[config.mk]
export PLATFORM = sky130hd
export DESIGN_NAME = ace_snoop_responder
export DESIGN_NICKNAME = d
export VERILOG_FILES = /design/src/rtl/ace_snoop_responder.sv
export SDC_FILE = /design/constraint.sdc
export NUM_CORES = 1
export LEC_CHECK = 0
export BUFFER_PORTS_ARGS = -buffer_cell sky130_fd_sc_hd__buf_2
export CAP_MARGIN = 20
export CORE_AREA = 2 2 140 142
export CTS_CLUSTER_SIZE = 14
export DETAILED_ROUTE_END_ITERATION = 10
export DIE_AREA = 0 0 142 144
export GPL_TIMING_DRIVEN = 0
export PLACE_DENSITY = 0.65
export SYNTH_ARGS = -nofsm -noshare
export SYNTH_HDL_FRONTEND = slang
export SYNTH_SLANG_ARGS = --single-unit
[constraint.sdc]
create_clock -name clk_i -period 5.6 [get_ports clk_i]
set_input_delay 0.56 -clock clk_i [delete_from_list [all_inputs] [get_ports clk_i]]
set_output_delay 0.56 -clock clk_i [all_outputs]
set_load 0.005 [all_outputs]
[src/rtl/ace_snoop_responder.sv]
// ACE snoop responder: accepts AC snoops, looks up the line state, returns CR
// and optional CD beats, then commits the resulting coherence update to L1.
module ace_snoop_responder #(
  parameter int AddrWidth = 64,
  parameter int DataWidth = 64,
  parameter int LineWidth = 512,
  localparam int Beats = LineWidth / DataWidth,
  localparam int BeatW = (Beats > 1) ? $clog2(Beats) : 1,
  localparam int OffW = $clog2(LineWidth / 8)
) (
  input  logic                 clk_i,
  input  logic                 rst_i,
  input  logic                 ac_valid_i,
  output logic                 ac_ready_o,
  input  logic [AddrWidth-1:0] ac_addr_i,
  input  logic [3:0]           ac_snoop_i,
  input  logic [2:0]           ac_prot_i,
  output logic                 cr_valid_o,
  input  logic                 cr_ready_i,
  output logic [4:0]           cr_resp_o,
  output logic                 cd_valid_o,
  input  logic                 cd_ready_i,
  output logic [DataWidth-1:0] cd_data_o,
  output logic                 cd_last_o,
  output logic                 lu_req_o,
  input  logic                 lu_gnt_i,
  output logic [AddrWidth-1:0] lu_addr_o,
  input  logic                 lu_rvalid_i,
  input  logic                 lu_hit_i,
  input  logic                 lu_dirty_i,
  input  logic                 lu_shared_i,
  output logic                 rd_req_o,
  input  logic                 rd_gnt_i,
  output logic [BeatW-1:0]     rd_beat_o,
  input  logic                 rd_rvalid_i,
  input  logic [DataWidth-1:0] rd_data_i,
  output logic                 upd_valid_o,
  input  logic                 upd_ready_i,
  output logic [AddrWidth-1:0] upd_addr_o,
  output logic [1:0]           upd_op_o
);

  typedef enum logic [2:0] {S_IDLE, S_LOOKUP, S_LU_WAIT, S_RESP, S_UPDATE} state_t;

  localparam logic [1:0] OP_NONE   = 2'd0;
  localparam logic [1:0] OP_SHARED = 2'd1;
  localparam logic [1:0] OP_CLEAN  = 2'd2;
  localparam logic [1:0] OP_INV    = 2'd3;

  function automatic logic f_supported(input logic [3:0] snoop);
    case (snoop)
      4'b0000, 4'b0001, 4'b0010, 4'b0011,
      4'b0111, 4'b1000, 4'b1001, 4'b1101: f_supported = 1'b1;
      default:                            f_supported = 1'b0;
    endcase
  endfunction

  // Returns {update op, {WasUnique, IsShared, PassDirty, Error, DataTransfer}}.
  function automatic logic [6:0] f_resp(input logic [3:0] snoop, input logic hit,
                                        input logic dirty, input logic shared);
    logic       wu;
    logic [4:0] r;
    logic [1:0] op;
    wu = ~shared;
    r  = 5'b00000;
    op = OP_NONE;
    if (hit) begin
      case (snoop)
        4'b0000: r = {wu, 1'b1, 1'b0, 1'b0, 1'b1};
        4'b0001, 4'b0010, 4'b0011: begin
          r  = {wu, 1'b1, 1'b0, 1'b0, 1'b1};
          op = OP_SHARED;
        end
        4'b0111: begin
          r  = {wu, 1'b0, dirty, 1'b0, 1'b1};
          op = OP_INV;
        end
        4'b1000: begin
          r  = {wu, 1'b1, dirty, 1'b0, dirty};
          op = dirty ? OP_CLEAN : OP_NONE;
        end
        4'b1001: begin
          r  = {wu, 1'b0, dirty, 1'b0, dirty};
          op = OP_INV;
        end
        4'b1101: begin
          r  = {wu, 1'b0, 1'b0, 1'b0, 1'b0};
          op = OP_INV;
        end
        default: begin
          r  = 5'b00000;
          op = OP_NONE;
        end
      endcase
    end else begin
      r  = 5'b00000;
      op = OP_NONE;
    end
    f_resp = {op, r};
  endfunction

  state_t               r_state;
  logic [AddrWidth-1:0] r_addr;
  logic [3:0]           r_snoop;
  logic [2:0]           r_unused_prot;
  logic                 r_cr_done;
  logic                 r_cd_done;
  logic                 r_rd_out;
  logic                 r_rd_all;
  logic [BeatW-1:0]     r_ld_beat;

  logic       w_cr_hs;
  logic       w_cd_hs;
  logic       w_buf_free;
  logic       w_cr_ok;
  logic       w_cd_ok;
  logic [6:0] w_lu_res;
  logic       w_unused;

  assign w_cr_hs    = cr_valid_o & cr_ready_i;
  assign w_cd_hs    = cd_valid_o & cd_ready_i;
  assign w_buf_free = ~cd_valid_o | cd_ready_i;
  assign w_cr_ok    = r_cr_done | w_cr_hs;
  assign w_cd_ok    = ~cr_resp_o[0] | r_cd_done | (w_cd_hs & cd_last_o);
  assign w_lu_res   = f_resp(r_snoop, lu_hit_i, lu_dirty_i, lu_shared_i);
  assign w_unused   = ^ac_addr_i[OffW-1:0];
  assign lu_addr_o  = r_addr;
  assign upd_addr_o = r_addr;

  // Snoop FSM, CD read sequencer, one-entry CD buffer and all registered outputs
  always_ff @(posedge clk_i or posedge rst_i) begin
    if (rst_i) begin
      r_state       <= S_IDLE;
      r_addr        <= '0;
      r_snoop       <= 4'd0;
      r_unused_prot <= 3'd0;
      r_cr_done     <= 1'b0;
      r_cd_done     <= 1'b0;
      r_rd_out      <= 1'b0;
      r_rd_all      <= 1'b0;
      r_ld_beat     <= '0;
      ac_ready_o    <= 1'b0;
      cr_valid_o    <= 1'b0;
      cr_resp_o     <= 5'd0;
      cd_valid_o    <= 1'b0;
      cd_data_o     <= '0;
      cd_last_o     <= 1'b0;
      lu_req_o      <= 1'b0;
      rd_req_o      <= 1'b0;
      rd_beat_o     <= '0;
      upd_valid_o   <= 1'b0;
      upd_op_o      <= 2'd0;
    end else begin
      case (r_state)
        S_IDLE: begin
          if (ac_valid_i && ac_ready_o) begin
            ac_ready_o    <= 1'b0;
            r_addr        <= {ac_addr_i[AddrWidth-1:OffW], {OffW{1'b0}}};
            r_snoop       <= ac_snoop_i;
            r_unused_prot <= ac_prot_i;
            if (f_supported(ac_snoop_i)) begin
              r_state  <= S_LOOKUP;
              lu_req_o <= 1'b1;
            end else begin
              r_state    <= S_RESP;
              cr_valid_o <= 1'b1;
              cr_resp_o  <= 5'd0;
              upd_op_o   <= OP_NONE;
              r_rd_all   <= 1'b1;
            end
          end else begin
            ac_ready_o <= 1'b1;
          end
        end
        S_LOOKUP: begin
          if (lu_gnt_i) begin
            lu_req_o <= 1'b0;
            r_state  <= S_LU_WAIT;
          end
        end
        S_LU_WAIT: begin
          if (lu_rvalid_i) begin
            {upd_op_o, cr_resp_o} <= w_lu_res;
            cr_valid_o <= 1'b1;
            rd_req_o   <= w_lu_res[0];
            rd_beat_o  <= '0;
            r_ld_beat  <= '0;
            r_rd_all   <= ~w_lu_res[0];
            r_state    <= S_RESP;
          end
        end
        S_RESP: begin
          if (w_cr_hs) begin
            cr_valid_o <= 1'b0;
            r_cr_done  <= 1'b1;
          end
          // Next read only once the buffer is free and nothing is in flight.
          if (rd_req_o) begin
            if (rd_gnt_i) begin
              rd_req_o <= 1'b0;
              r_rd_out <= 1'b1;
              if (rd_beat_o == BeatW'(Beats - 1)) begin
                r_rd_all  <= 1'b1;
                rd_beat_o <= '0;
              end else begin
                rd_beat_o <= rd_beat_o + BeatW'(1);
              end
            end
          end else if (!r_rd_out && !r_rd_all && w_buf_free) begin
            rd_req_o <= 1'b1;
          end
          if (rd_rvalid_i) begin
            cd_valid_o <= 1'b1;
            cd_data_o  <= rd_data_i;
            cd_last_o  <= (r_ld_beat == BeatW'(Beats - 1));
            r_ld_beat  <= (r_ld_beat == BeatW'(Beats - 1)) ? '0 : r_ld_beat + BeatW'(1);
            r_rd_out   <= 1'b0;
          end else if (w_cd_hs) begin
            cd_valid_o <= 1'b0;
          end
          if (w_cd_hs && cd_last_o) begin
            r_cd_done <= 1'b1;
          end
          if (w_cr_ok && w_cd_ok) begin
            r_cr_done <= 1'b0;
            r_cd_done <= 1'b0;
            if (upd_op_o != OP_NONE) begin
              r_state     <= S_UPDATE;
              upd_valid_o <= 1'b1;
            end else begin
              r_state    <= S_IDLE;
              ac_ready_o <= 1'b1;
            end
          end
        end
        S_UPDATE: begin
          if (upd_ready_i) begin
            upd_valid_o <= 1'b0;
            ac_ready_o  <= 1'b1;
            r_state     <= S_IDLE;
          end
        end
        default: begin
          r_state <= S_IDLE;
        end
      endcase
    end
  end

endmodule

==> results.json <==
{
  "status": "finished, final reports clean",
  "yosys_warnings": 0,
  "vias": 5018,
  "required_ps": 5900,
  "p_leak_nw": 4.77,
  "post-place-ws_ps": 3420,
  "async_flop_share_pct": 100,
  "io_buffer_count": 334,
  "core_sq_um": 19100,
  "gp_congestion": 0.808,
  "fin_crit_ps": 2010,
  "final.setup.worst_slack_ps": 3590,
  "track_usage_pct": 15.9,
  "grt_overflow": 0,
  "wl_per_cell_um": 15.1,
  "slew_headroom_pct": 58.3,
  "drt-initial-drc-count": 137,
  "postCtsResizedCells": 0,
  "crit_fanout": 10,
  "cellPowerDensity_nw_per_um2": 576,
  "hold_viol_final": 0,
  "grt_pass1_vias": 4889,
  "layout-drive-gt1-share_pct": 66.4,
  "postRouteAntennaNets": 0,
  "post-route-drc-count": 0,
  "synthCells": 483,
  "cts_max_level": 4,
  "rows": 51,
  "yosysTopAreaCell": "dfrtp_1",
  "cts_buffers": 17,
  "cp-end-kind": "register",
  "fin_nets": 1001,
  "synth.cell_area_sq_um": 6630,
  "cts_setup_buffers": 0,
  "start_util_pct": 34.7,
  "firstDrtPassIters": 5,
  "die_y_um": 144,
  "cts_tree": "built",
  "area_delta_synth_final_pct": 40.1,
  "clock_skew_ps": 9.60,
  "clock_latency_ps": 420,
  "wl_mm": 16.6,
  "synth.top_cell.area_share_pct": 57.4,
  "avgSynthCellArea_sq_um": 13.7,
  "dpl_cell_area_sq_um": 8680,
  "cap_violations": 0,
  "clkSlewWorstSetupHoldPaths_ps": 70,
  "ir_drop_mv": 0.223,
  "stdcell_area_sq_um": 9290,
  "cts_hold_buf": 0,
  "synth-main-ff-cell": "dfrtp_1",
  "hp-class": "in -> async",
  "synth.area.top_cells": "dfrtp_1 57%, mux2_2 19%, buf_4 8.9%",
  "fmax_mhz": 497,
  "clock_path_buffers": 2,
  "cts-root-buf": "clkbuf_16",
  "ys_seq_area_share_pct": 57.4,
  "synth_edf_count": 0,
  "start_kind": "register",
  "die-area_sq_um": 20400,
  "r2r_start": "r_state[0]",
  "crit_type": "reg -> reg",
  "crit_start": "r_state[0]",
  "grt_setup_unrepaired": "false",
  "whs_ps": 196,
  "min_period_over_period_pct": 35.9,
  "cts_sinks": 152,
  "crit_arrival_ps": 2310,
  "ys_ff_latch": 152,
  "grt_pass1_wl_mm": 25.2,
  "die_w_um": 142,
  "finalSetupViolCount": 0,
  "fin_util_pct": 48.7,
  "tightest_slew_ps": 626,
  "io_pins": 357,
  "antenna_found_initial": 1,
  "grt_max_degree": 89,
  "drv_slew": 0,
  "dp_hpwl_mm": 12.9,
  "ys_types": 49,
  "via_per_inst": 4.55
}
[layout by cell type, fill, tap and decap left out, types with 8 or more instances in the layout]
master	count
buf_4	79
clkbuf_16	17
mux2_2	113
dfrtp_1	152
o21ai_0	8
nand2_1	10
nor2_1	10
conb_1	13
mux2_1	17
buf_2	338
[where the power goes]
part	internal [mW]	leakage [nW]	switching (mW)
Sequential	1.63	1.82	0.344
Clock	0.677	0.293	0.504
Combinational	1.33	2.65	0.856
Total	3.64	4.77	1.70
[path summary, 6_finish.rpt]
path | to | slack, ps | depth (start not counted)
max in group asynchronous | cd_data_o[3] | 4550 | 3
worst min-delay path | lu_addr_o[49] | 200 | 2
worst max-delay path | lu_addr_o[40] | 3590 | 4
worst max register to register | lu_addr_o[40] | 3590 | 4
worst min register to register | cd_data_o[32] | 480 | 1
min in group clk_i | cd_data_o[35] | 350 | 2
[worst max-delay path: stages, from the launching register on]
cell	delay [ps]
dfrtp_1	450
nand4bb_1	310
nor2_2	480
buf_4	300
mux2_2	350
[cells in the mapped netlist, types with 2 or more instances]
library cell	count
dfrtp_1	152
mux2_2	113
buf_4	79
mux2_1	17
nand2_1	10
nor2_1	10
o21ai_0	8
a21oi_1	7
inv_1	7
a31oi_1	5
clkbuf_1	5
nand3_1	5
a32o_1	4
buf_2	4
ha_1	4
nand2b_1	4
a211oi_1	3
a22o_1	3
nand3b_1	3
or2_2	3
a21o_1	2
a221oi_1	2
buf_6	2
nor3_1	2
o211ai_1	2
o21a_1	2
o2bb2ai_1	2
o31ai_1	2
[kinds of logic (layout without fill, tap and decap cells)]
family	Yosys count	in the layout	synth area share, %
AOI/OAI and AO/OA	52	52	5.62
adders and majority gates	4	4	0.755
muxes	130	130	22.1
other	1	16	0.0566
DFF	152	152	57.4
buffers and inverters	97	464	10.3
and+or+nand+nor	47	47	3.83
[per-stage QoR]
stage / total power [mW] / std cells / setup TNS [ps]
floorplan: 3.22 / 495 / 0
global placement: 4.17 / 1067 / -150090
detailed placement: 4.23 / 1068 / 0
CTS: 5.44 / 1100 / 0
global route: 5.76 / 1100 / 0
finish: 5.35 / 1103 / 0
[final cells by class]
| type | count | area, sq um |
|---|---|---|
| Antenna cell | 3 | 7.51 |
| Buffer | 90 | 654 |
| Clock buffer | 17 | 425 |
| Clock inverter | 15 | 178 |
| Fill cell | 1786 | 9790 |
| Inverter | 7 | 31.3 |
| Multi-Input combinational cell | 246 | 2190 |
| Sequential cell | 152 | 3800 |
| Tap cell | 238 | 298 |
| Timing Repair Buffer | 335 | 1700 |
[flip-flops by register name (all words and copies together), names as in the netlist]
signal / cells
upd_op_o: 2
cd_data_o: 64
ac_ready_o: 1
r_ld_beat: 3
rd_beat_o: 3
rd_req_o: 1
r_snoop: 4
r_rd_out: 1
r_rd_all: 1
lu_addr_o: 58
r_cr_done: 1
cr_resp_o: 4
upd_valid_o: 1
cd_last_o: 1
cd_valid_o: 1
r_cd_done: 1
r_state: 3
lu_req_o: 1
cr_valid_o: 1
[routing by layer]
layer / track usage, % / routed length (um)
met1: 18.7 / 6640
met2: 26.8 / 8380
met3: 5.53 / 1450
met4: 6.05 / 167
met5: 0 / 0
Note: power is estimated with default switching activity, not from simulation.
